$ cat src/rtl/arbitro_memoria_pkg.sv
// Shared types and default widths for the memory arbiter between the CPU and the loader port.
package arbitro_pkg;

    localparam int unsigned LARGURA_DADOS_PADRAO = 16;
    localparam int unsigned LARGURA_END_PADRAO   = 16;

    typedef enum logic [1:0] {
        CPU_DONO,
        AGUARDA_FIM,
        EXT_DONO,
        DEVOLVE
    } estado_arbitro_t;

    // Issuer of the read whose data arrives on mem_q in the following cycle
    typedef enum logic [1:0] {
        NENHUM,
        CPU,
        EXT
    } dono_t;

endpackage

$ cat src/rtl/arbitro_memoria_contador_timeout.sv
// Wait counter for the boundary timeout; used only when ARBITRO_TIMEOUT_EN is defined.
module contador_timeout #(
    parameter int unsigned LIMITE = 64
) (
    input  logic clk,
    input  logic reset,
    input  logic load,
    input  logic enable,
    output logic expired
);

    localparam int unsigned LARGURA = $clog2(LIMITE) + 1;

    logic [LARGURA-1:0] contagem;

    // Expired flags the LIMITE-th enabled cycle since the last load
    assign expired = (contagem == LARGURA'(LIMITE - 1));

    always_ff @(posedge clk) begin
        if (reset || load) begin
            contagem <= '0;
        end else if (enable && !expired) begin
            contagem <= contagem + LARGURA'(1);
        end
    end

endmodule

$ cat src/rtl/arbitro_memoria.sv
// Arbitrates the single-port memory between the CPU and the loader, handing over only at an
// instruction boundary. Optional boundary timeout enabled by defining ARBITRO_TIMEOUT_EN.
module arbitro_memoria
    import arbitro_pkg::*;
#(
    parameter int unsigned LARGURA_DADOS = LARGURA_DADOS_PADRAO,
    parameter int unsigned LARGURA_END   = LARGURA_END_PADRAO
`ifdef ARBITRO_TIMEOUT_EN
    ,
    parameter int unsigned TIMEOUT_CICLOS = 64
`endif
) (
    input  logic                     clk,
    input  logic                     reset,
    input  logic                     cpu_req,
    input  logic                     cpu_we,
    input  logic [LARGURA_END-1:0]   cpu_addr,
    input  logic [LARGURA_DADOS-1:0] cpu_wdata,
    input  logic                     cpu_fim_instr,
    output logic [LARGURA_DADOS-1:0] cpu_rdata,
    output logic                     cpu_rvalid,
    output logic                     cpu_pausa,
    input  logic                     ext_req,
    output logic                     ext_gnt,
    input  logic                     ext_valid,
    input  logic                     ext_we,
    input  logic [LARGURA_END-1:0]   ext_addr,
    input  logic [LARGURA_DADOS-1:0] ext_wdata,
    output logic [LARGURA_DADOS-1:0] ext_rdata,
    output logic                     ext_rvalid,
    output logic [LARGURA_END-1:0]   mem_addr,
    output logic [LARGURA_DADOS-1:0] mem_wdata,
    output logic                     mem_we,
    input  logic [LARGURA_DADOS-1:0] mem_q
`ifdef ARBITRO_TIMEOUT_EN
    ,
    output logic                     timeout_flag
`endif
);

    estado_arbitro_t estado, estado_prox;
    dono_t           leitura_dono, leitura_prox;

`ifdef ARBITRO_TIMEOUT_EN
    logic expirado;
    logic forcado;

    contador_timeout #(
        .LIMITE (TIMEOUT_CICLOS)
    ) u_contador_timeout (
        .clk     (clk),
        .reset   (reset),
        .load    (estado != AGUARDA_FIM),
        .enable  (estado == AGUARDA_FIM),
        .expired (expirado)
    );
`endif

    // Next state, memory mux and read-issuer decode
    always_comb begin
        estado_prox  = estado;
        leitura_prox = NENHUM;
        mem_addr     = cpu_addr;
        mem_wdata    = cpu_wdata;
        mem_we       = 1'b0;
`ifdef ARBITRO_TIMEOUT_EN
        forcado      = 1'b0;
`endif
        case (estado)
            CPU_DONO: begin
                mem_we = cpu_req & cpu_we;
                if (cpu_req && !cpu_we) leitura_prox = CPU;
                if (ext_req) estado_prox = AGUARDA_FIM;
            end
            AGUARDA_FIM: begin
                // CPU keeps running until it reaches the boundary
                mem_we = cpu_req & cpu_we;
                if (cpu_req && !cpu_we) leitura_prox = CPU;
                if (!ext_req) begin
                    estado_prox = CPU_DONO;
                end else if (cpu_fim_instr) begin
                    estado_prox = EXT_DONO;
`ifdef ARBITRO_TIMEOUT_EN
                end else if (expirado) begin
                    estado_prox = EXT_DONO;
                    forcado     = 1'b1;
`endif
                end
            end
            EXT_DONO: begin
                mem_addr  = ext_addr;
                mem_wdata = ext_wdata;
                mem_we    = ext_valid & ext_we;
                if (ext_valid && !ext_we) leitura_prox = EXT;
                if (!ext_req) estado_prox = DEVOLVE;
            end
            DEVOLVE: begin
                estado_prox = CPU_DONO;
            end
            default: begin
                estado_prox = CPU_DONO;
            end
        endcase
    end

    // Grant and pause follow the next state so they line up with the EXT_DONO cycles
    always_ff @(posedge clk) begin
        if (reset) begin
            estado       <= CPU_DONO;
            leitura_dono <= NENHUM;
            ext_gnt      <= 1'b0;
            cpu_pausa    <= 1'b0;
        end else begin
            estado       <= estado_prox;
            leitura_dono <= leitura_prox;
            ext_gnt      <= (estado_prox == EXT_DONO);
            cpu_pausa    <= (estado_prox == EXT_DONO) || (estado_prox == DEVOLVE);
        end
    end

`ifdef ARBITRO_TIMEOUT_EN
    always_ff @(posedge clk) begin
        if (reset) begin
            timeout_flag <= 1'b0;
        end else if (forcado) begin
            timeout_flag <= 1'b1;
        end else if ((estado == AGUARDA_FIM) && ext_req && cpu_fim_instr) begin
            timeout_flag <= 1'b0;
        end
    end
`endif

    assign cpu_rvalid = (leitura_dono == CPU);
    assign ext_rvalid = (leitura_dono == EXT);
    assign cpu_rdata  = mem_q;
    assign ext_rdata  = mem_q;

endmodule

$ cat config.mk
export PLATFORM = sky130hd
export DESIGN_NAME = arbitro_memoria
export DESIGN_NICKNAME = d
export VERILOG_FILES = /design/src/rtl/arbitro_memoria_pkg.sv /design/src/rtl/arbitro_memoria_contador_timeout.sv /design/src/rtl/arbitro_memoria.sv
export SDC_FILE = /design/constraint.sdc
export NUM_CORES = 1
export LEC_CHECK = 0
export CORE_MARGIN = 1
export CORE_UTILIZATION = 25
export DETAILED_ROUTE_END_ITERATION = 12
export PLACE_DENSITY_LB_ADDON = 0.12
export SETUP_SLACK_MARGIN = 0.4
export SYNTH_ARGS = -nofsm -noshare
export SYNTH_HDL_FRONTEND = slang
export SYNTH_SLANG_ARGS = --single-unit
$ cat constraint.sdc
create_clock -name clk -period 2.6 [get_ports clk]
set_clock_uncertainty 0.2 [all_clocks]
set_input_delay 0.39 -clock clk [delete_from_list [all_inputs] [get_ports clk]]
set_output_delay 0.39 -clock clk [all_outputs]
set_load 0.01 [all_outputs]
# After elaboration in Yosys (flattened, before gate mapping)
# Index checks and enable logic that the tools add are counted.
classes:
  eq_ne: 7
  n_mux: 11
  bitwise: 2
  reduce_logical: 7
ops:
  columns: ["operator", "n"]
  rows:
  - ["$mux W16", 2]
  - ["$eq A2 B2 Y1 const B", 5]
  - ["$mux W2", 5]
  - ["$pmux W2 S4", 1]
  - ["$eq A2 B1 Y1 const B", 2]
  - ["$pmux W2 S2", 1]
  - ["$and A1 B1 Y1", 2]
  - ["$logic_and A1 B1 Y1", 2]
  - ["$logic_not A1 Y1", 2]
  - ["$logic_not A2 Y1", 1]
  - ["$pmux W1 S2", 1]
  - ["$reduce_or A2 Y1", 1]
  - ["$logic_or A1 B1 Y1", 1]
  - ["$mux W1", 1]
totals:
  ff_bits: 6
  inputBits: 88
  output_inout_bits: 69
  word_cells: 31

# Longest topological paths before layout
# Gate-level depths: netlist of the first run.
logic_depth:
  word_depth: 5
  mapped_depth: 4
  depth_no_buf: 2

# Least setup slack after synthesis of the first run
# No wires, ideal clock.
synth_timing:
  kind: "reg-to-output"
  start: "register estado[1]"
  end: "output mem_addr[0]"
  t_arrival_ns: 1.128
  t_required_ns: 2.010
  path_slack_ns: 0.882
  stages_incl_launch_ff: 5
  n_path_buf: 2
  path_cell_list: "dfxtp_1 nor2b_4 buf_6 buf_12 mux2_4"
synth_via:
  elab_chain_cells: 2
synth_lines:
  columns: ["element", "line", "rtl"]
  rows:
  - ["from (decl)", "arbitro_memoria.sv:41", "estado_arbitro_t estado, estado_prox;"]
  - ["from (signal assigned)", "arbitro_memoria.sv:114", "estado <= estado_prox;"]
  - ["$eq A2 B2 Y1", "arbitro_memoria.sv:69", "case (estado)"]
  - ["$mux W16", "arbitro_memoria.sv:69", null]
  - ["to (decl)", "arbitro_memoria.sv:31", "output logic [LARGURA_END-1:0] mem_addr,"]
# No other way between the ends.

# Worst setup path after layout of the first run
layout_timing:
  start: "register estado[1]"
  end: "output mem_wdata[13]"
layout_via:
  elab_chain_cells: 2
layout_lines:
  columns: ["element", "line", "rtl"]
  rows:
  - ["$eq A2 B2 Y1", "arbitro_memoria.sv:69", null]
  - ["$mux W16", "arbitro_memoria.sv:69", null]
  - ["to (decl)", "arbitro_memoria.sv:32", "output logic [LARGURA_DADOS-1:0] mem_wdata,"]
# No other way between the ends.

==> results.cfg, run 1 <==
[logic_synthesis]
synth_adder_area_share = 0
ys_seq_elements = 6
ys_types = 18
syn-instance-count = 91
avgSynthCellArea_um2 = 11.3
synth_compound_area_frac = 0.0305
syn_area_um2 = 1030
yosysSeqAreaShare = 0.117
synthSimpleGateAreaFrac = 0.0804
synthesis.nets = 179
synth_mux_area_frac = 0.460
synthXorXnorAreaFrac = 0.00853
synth_top_family_by_area = multiplexers
ys_warn_count = 0

[detailed_routing]
drc = 0
routed_via_density = 4.32
vias = 955
detail-route-antenna-nets = 0
wire_per_inst_um = 16.6
firstDrtPassIters = 4
drtIter0Drc = 27
wirelength_mm = 3.67

[cells_and_area]
ff_latch_area_um2 = 121
final_cell_mix = 75 x clkdlybuf4s50_1, 30 x mux2_4, 22 x clkdlybuf4s15_1
area_growth_pct = 96.3
fillers = 349
design_area_um2 = 2020
diodes = 0
final_common_cell = clkdlybuf4s50_1
multi_input_area_um2 = 596
final_cells = 221
drive_gt1_frac = 0.254
layout.nets = 263

[timing]
fmax_mhz = 453
fin_crit_ns = 2.21
setup_viol = 0
finalCritPeriodShare = 0.850
finalMaxSlewViolations = 0
rsz0062_at_grt = yes
tightest_slew_ns = 0.239
finalSetupTns_ns = 0
fin_ws_ns = 0.391
hold_viol_final = 0
relSlewSlack = 0.838

[global_routing]
grt_pass1_wl_mm = 4.93
gr-usage-met3 = 0.0776
busiest_layer = met2
gr-total-overflow = 0
use_met2 = 0.258
gr-usage-met1 = 0.159
grt_pass1_vias = 985
grt_max_degree = 15
track_usage = 0.152
antenna_found_initial = 0

[floorplanning]
die_w_um = 66.1
core_area_um2 = 3800
dieArea_um2 = 4370
start_util = 0.270
die_y_um = 66.1
rows = 22
io_pins = 157

[placement]
port_buffers = 108
gp_congestion = 0.747
numPlacedInstances = 214
dp_slack_ns = 0.347
hpwl_mm = 2.99
place_area_um2 = 1880

[clock_network]
worstSkewPairLatency_ns = 0.22
cts_max_level = 1
cts_buffer_depth = 2
clock_sinks = 6
cts_tree = done
cts-root-buf = clkbuf_8
clkTransAtPathRegs_ns = 0.04
cts_made_buffers = 3

[worst_hold_path]
hp-class = reg2reg

[setup_path]
worstSetupPathType = reg2out
required_ns = 2.01
worst-path-max-fanout = 8
startpoint_type = flop
end_kind = output port
cp.arrival_ns = 1.62

[power_and_ir_drop]
leakagePower_nw = 0.836
power_density_nw_per_um2 = 263
peakVddDrop_uv = 209
total_power_w = 0.000531

[run]
drv_cap = 0

[status]
status = finished, final reports clean
-- sequential cells by signal (all words and copies together), names as in the netlist --
signal,cells
estado,2
leitura_dono,2
cpu_pausa,1
ext_gnt,1
-- Yosys cell counts --
library cell | instances | area share
mux2_2 | 2 | 0.022
a21oi_1 | 1 | 0.0049
buf_12 | 3 | 0.058
nand3b_1 | 1 | 0.0073
mux2_4 | 30 | 0.44
or2b_1 | 1 | 0.0073
nor2b_4 | 1 | 0.013
nor2b_1 | 2 | 0.012
o22ai_1 | 3 | 0.018
nand2b_1 | 1 | 0.0061
xnor2_1 | 1 | 0.0085
or4b_1 | 1 | 0.0097
dfxtp_1 | 6 | 0.12
buf_4 | 32 | 0.23
nor4b_1 | 2 | 0.017
nand2_1 | 2 | 0.0073
buf_6 | 1 | 0.011
o31ai_1 | 1 | 0.0073
-- through the flow --
| stage | hold WS, ns | util |
|---|---|---|
| finish | 0.283 | 0.531 |
| global route | 0.307 | 0.531 |
| CTS | 0.362 | 0.515 |
| detailed placement | 0.357 | 0.495 |
| global placement | 0.330 | 0.495 |
| floorplan | 0.266 | - |
-- per-layer routing --
metal  wire (um)  vias up
met5           0        -
met3         540        8
met1        1330      436
met2        1740       62
li1            -      449
met4          51        0
-- critical path, cell delays in order, from the launching register on --
cell and delay [ns]:
dfxtp_1 0.32, nor2b_4 0.19, bufbuf_16 0.30, mux2_4 0.29, dlygate4sd2_1 0.29
-- cells by family after synthesis --
group / count (synthesis)
xor+xnor: 1
compound gates: 5
mux: 32
simple gates: 11
flops: 6
buf+inv: 36
-- cell type report --
type	count	share of cell area
Clock buffer	3	0.0205
Multi-Input combinational cell	49	0.295
Sequential cell	6	0.0602
Tap cell	48	0.0298
Timing Repair Buffer	115	0.594
-- power breakdown --
group	internal, W	total, W	switching, W
combinational	0.000205	0.000287	0.0000819
sequential	0.0000975	0.000101	0.00000338
clock	0.0000998	0.000143	0.0000435
total	0.000403	0.000531	0.000129
-- timing repair --
item	4_1_cts	5_1_grt
hold endpoints to repair	0	0
gates cloned	1	1
setup buffers	2	0
hold buffers	0	0
resized for setup	39	25
setup endpoints to repair	31	31
-- path summary, 6_finish.rpt --
path              startpoint             to  slack (ns)  cells after the start
setup reg to reg   estado[1]      estado[0]        1.27                      3
hold / removal     estado[0]      estado[0]        0.28                      1
setup / recovery   estado[1]  mem_wdata[13]        0.39                      4
hold reg to reg    estado[0]      estado[0]        0.28                      1
Power figures use the tool's default switching activity.
==> run 2: changes to the inputs <==
--- a/config.mk
+++ b/config.mk
@@ -6,7 +6,7 @@
 export NUM_CORES = 1
 export LEC_CHECK = 0
 export CORE_MARGIN = 1
-export CORE_UTILIZATION = 25
+export CORE_UTILIZATION = 23
 export DETAILED_ROUTE_END_ITERATION = 12
 export PLACE_DENSITY_LB_ADDON = 0.12
 export SETUP_SLACK_MARGIN = 0.4
==> constraint.sdc (replaced) <==
create_clock -name clk -period 2.2 [get_ports clk]
set_clock_uncertainty 0.2 [all_clocks]
set_input_delay 0.33 -clock clk [delete_from_list [all_inputs] [get_ports clk]]
set_output_delay 0.33 -clock clk [all_outputs]
set_load 0.01 [all_outputs]
==> run 2 against run 1 <==
Net effect: total power is 27% higher; core utilization is 0.62 points lower; cell count is 3.2% higher; count of clock-buffer cells in the layout stayed put; largest power group unchanged; critical path depth is 2 higher; register-to-register slack worse by 0.40 ns; hold slack worse by 0.0036 ns; design area is 7.8% higher.
==> results.cfg, run 2 (synthesis gave the netlist of run 1 again) <==
[cells_and_area]
multi_input_area_um2 = 603
fillers = 349
layout.nets = 268
reg.largest.list = estado: 2 flops, leitura_dono: 2 flops
diodes = 0
ff_latch_area_um2 = 123
final_cell_mix = 74 x clkdlybuf4s50_1, 35 x buf_6, 32 x mux2_4
fin_util = 0.525
area_growth_pct = 112
final_common_cell = clkdlybuf4s50_1
drive_gt1_frac = 0.466

[detailed_routing]
drc = 0
firstDrtPassIters = 4
vias = 949
wirelength_mm = 3.39
drtIter0Drc = 21
wire_per_inst_um = 14.9
routed_via_density = 4.16
detail-route-antenna-nets = 0

[timing]
finalMaxSlewViolations = 0
relSlewSlack = 0.806
tightest_slew_ns = 0.287
finalSetupTns_ns = 0
rsz0062_at_grt = yes
setup_viol = 0
fmax_mhz = 499
hold_viol_final = 0
fin_crit_ns = 2.00
finalCritPeriodShare = 0.910

[floorplanning]
rows = 23
start_util = 0.248
die_w_um = 68.8
dieArea_um2 = 4740
die_y_um = 68.8
core_area_um2 = 4140
io_pins = 157

[placement]
port_buffers = 108
gp_congestion = 0.718
hpwl_mm = 2.60

[run]
drv_cap = 0

[setup_path]
end_kind = output port
startpoint_type = flop
cp.arrival_ns = 1.47
required_ns = 1.67
worstSetupPathType = reg2out
worst-path-max-fanout = 5

[clock_network]
cts_tree = done
cts-root-buf = clkbuf_8
worstSkewPairLatency_ns = 0.22
cts_hold_buf = 0
clkTransAtPathRegs_ns = 0.04
cts_buffer_depth = 2
cts_made_buffers = 3
clock_sinks = 6
cts_max_level = 1

[power_and_ir_drop]
total_power_w = 0.000676
leakagePower_nw = 0.934
power_density_nw_per_um2 = 311
peakVddDrop_uv = 257

[global_routing]
track_usage = 0.127
grt_pass1_wl_mm = 4.41
gr-total-overflow = 0
grt_max_degree = 8
grt_pass1_vias = 865
antenna_found_initial = 0

[status]
status = finished, final reports clean

[worst_hold_path]
hp-class = reg2reg
[run 2: cell count changes in the layout (fill, tap and decap cells not counted), sizes merged]
| cell | before | now |
|---|---|---|
| buf | 5 | 45 |
| clkdlybuf4s15 | 22 | 0 |
| dlygate4sd2 | 10 | 0 |
| bufbuf | 1 | 0 |
| clkbuf | 4 | 3 |
| clkdlybuf4s50 | 75 | 74 |
[run 2: worst paths after layout]
path                  start            to  slack [ns]  cells after the start
hold reg to reg   estado[0]     estado[0]        0.28                      1
hold / removal    estado[0]     estado[0]        0.28                      1
setup / recovery  estado[1]  mem_addr[11]        0.20                      6
setup reg to reg  estado[1]     estado[0]        0.87                      3
[run 2: final cells by class]
class | instances | share of cell area
repair buffers | 120 | 0.619
multi-input cells | 49 | 0.277
flip-flops and latches | 6 | 0.0564
well taps | 50 | 0.0288
clock buffers | 3 | 0.0190
[run 2: power breakdown]
group          total (W)  internal (W)  switching, W
Sequential      0.000119      0.000115    0.00000407
Clock           0.000165      0.000118     0.0000473
Combinational   0.000392      0.000285      0.000107
[run 2: what timing repair did]
item | in CTS | in global routing
gates resized for setup | 177 | 1
setup buffers | 5 | 0
gates cloned | 4 | 0
pin swaps | 0 | 0
endpoints found under the setup margin | 33 | 34
[run 2: worst max-delay path, stage by stage, from the launching register on]
cell,delay [ns]
dfxtp_2,0.31
nor2b_4,0.17
buf_12,0.12
buf_8,0.11
buf_12,0.12
mux2_4,0.30
buf_6,0.12
[run 2: routing by layer]
layer,up-vias,share of wire,GRT usage
met3,2,0.13,0.0411
met5,-,0,0
met2,67,0.51,0.232
li1,464,-,-
met4,0,0.0024,0.0408
met1,416,0.35,0.136
[run 2: per-stage QoR]
step                      hold slack (ns)  cells  setup slack [ns]  area, um^2
after floorplan                     0.206     91             0.542        1030
after global placement              0.334    216             0.130        1910
after detailed placement            0.345    216            0.0913        1910
after CTS                           0.281    228             0.191        2170
after global routing                0.293    228             0.147        2170
final                               0.280    228             0.198        2170
==> run 3: changes to the inputs <==
--- a/config.mk
+++ b/config.mk
@@ -5,7 +5,7 @@
 export SDC_FILE = /design/constraint.sdc
 export NUM_CORES = 1
 export LEC_CHECK = 0
-export CORE_MARGIN = 1
+export CORE_MARGIN = 4
 export CORE_UTILIZATION = 23
 export DETAILED_ROUTE_END_ITERATION = 12
 export PLACE_DENSITY_LB_ADDON = 0.12
==> run 3 against run 2 <==
Net effect: cell count unchanged; die area increased by 18%; critical path depth unchanged; via count decreased by 0.32%; register-to-register slack got worse by 0.03 ns; critical path type unchanged; hold slack improved by 0.0069 ns; sequential share of layout area increased by 0.15 points; largest power group unchanged; clock power decreased by 2%; first-iteration DRC count decreased by 48%; routed wire length increased by 5.8%; non-clock buffer count decreased by 2.
==> results.cfg, run 3 (synthesis gave the netlist of run 1 again) <==
[status]
status = finished, final reports clean

[timing]
fin_crit_ns = 2.00
finalMaxSlewViolations = 0
finalCritPeriodShare = 0.907
finalSetupTns_ns = 0
tightest_slew_ns = 0.256
relSlewSlack = 0.827
fmax_mhz = 501
hold_ws_ns = 0.287
fin_ws_ns = 0.204
setup_viol = 0
hold_viol_final = 0
rsz0062_at_grt = yes

[placement]
port_buffers = 108
dp_slack_ns = 0.0984
place_area_um2 = 1920
hpwl_mm = 3.07
gp_congestion = 0.772

[global_routing]
track_usage = 0.108
gr-total-overflow = 0
grt_pass1_vias = 922
grt_pass1_wl_mm = 4.63
grt_max_degree = 8
antenna_found_initial = 0

[clock_network]
worstSkewPairLatency_ns = 0.22
cts_hold_buf = 0
clock_sinks = 6
cts_buffer_depth = 2
cts_max_level = 1
cts_made_buffers = 3
clkTransAtPathRegs_ns = 0.04
cts-root-buf = clkbuf_8
cts_tree = done

[floorplanning]
core_area_um2 = 4320
die_y_um = 74.8
start_util = 0.238
die_w_um = 74.8
dieArea_um2 = 5600
io_pins = 157
rows = 24

[detailed_routing]
routed_via_density = 4.15
drtIter0Drc = 11
vias = 946
wire_per_inst_um = 15.7
firstDrtPassIters = 2
wirelength_mm = 3.59
drc = 0
detail-route-antenna-nets = 0

[cells_and_area]
fillers = 373
layout.nets = 266
design_area_um2 = 2120
drive_gt1_frac = 0.460
area_growth_pct = 106
final_common_cell = clkdlybuf4s50_1
diodes = 0
fin_util = 0.490
final_cell_mix = 75 x clkdlybuf4s50_1, 32 x mux2_4, 32 x buf_6
reg.largest.list = estado: 2 flops, leitura_dono: 2 flops

[power_and_ir_drop]
leakagePower_nw = 0.891
power_density_nw_per_um2 = 313
peakVddDrop_uv = 171

[run]
drv_cap = 0

[setup_path]
critical_path.endpoint = mem_wdata[11]
r2r-end = leitura_dono[1]
required_ns = 1.67
end_kind = output port
worst-path-max-fanout = 6
worstSetupPathType = reg2out
cp.arrival_ns = 1.47
startpoint_type = flop
timing.rr.start = estado[1]
r2r_cells = 4
startpoint = estado[1]
r2r_slack_ns = 0.84

[worst_hold_path]
hp-class = reg2reg
run 3: changes by cell type in the layout (fill, tap and decap cells not counted), sizes merged:
cell / before / now
dlymetal6s2s: 1 / 0
clkdlybuf4s50: 74 / 75
buf: 45 / 43
run 3: per-stage QoR:
| step | total power (W) | instances |
|---|---|---|
| finish | 0.000663 | 228 |
| global route | 0.000692 | 228 |
| CTS | 0.000672 | 228 |
| detailed placement | 0.000472 | 219 |
| global placement | 0.000469 | 219 |
| floorplan | 0.000307 | 91 |
run 3: how the worst min path moves through the flow:
stage / start / endpoint / slack (ns) / cells after the start
after floorplan: cpu_we / leitura_dono[0] / 0.21 / 1
after global placement: estado[0] / estado[0] / 0.33 / 1
after detailed placement: estado[0] / estado[0] / 0.35 / 1
after CTS: estado[0] / estado[0] / 0.28 / 1
after global routing: estado[0] / estado[0] / 0.31 / 1
final: estado[0] / estado[0] / 0.29 / 1
run 3: routing by layer:
metal  GRT usage  share of wire  vias up  wire [um]
met4      0.0375          0.023        0         83
li1            -              -      459          -
met5           0              0        -          0
met3      0.0320           0.14       17        500
met2       0.189           0.49       63       1770
met1       0.124           0.34      407       1230
run 3: cell type report:
cell class	instances	area, um^2	share of cell area
repair buffers	118	1290	0.607
multi-input cells	49	603	0.285
flip-flops and latches	6	123	0.0579
well taps	52	65.1	0.0307
clock buffers	3	41.3	0.0195
run 3: critical path: stages (launching register included):
cell,delay [ns]
dfxtp_2,0.31
nor2b_4,0.17
buf_12,0.13
buf_12,0.10
buf_16,0.11
mux2_4,0.30
buf_6,0.12
run 3: what timing repair did:
item / 4_1_cts / 5_1_grt
setup endpoints to repair: 33 / 32
gates resized for setup: 176 / 0
buffers inserted: 4 / 0
cloned: 2 / 0
run 3: where the power goes:
group / internal [W] / total, W / switching (W) / leakage (nW)
Clock: 0.000117 / 0.000161 / 0.0000441 / 0.0216
Combinational: 0.000277 / 0.000382 / 0.000104 / 0.819
Sequential: 0.000115 / 0.000120 / 0.00000430 / 0.0497
Total: 0.000510 / 0.000663 / 0.000153 / 0.891
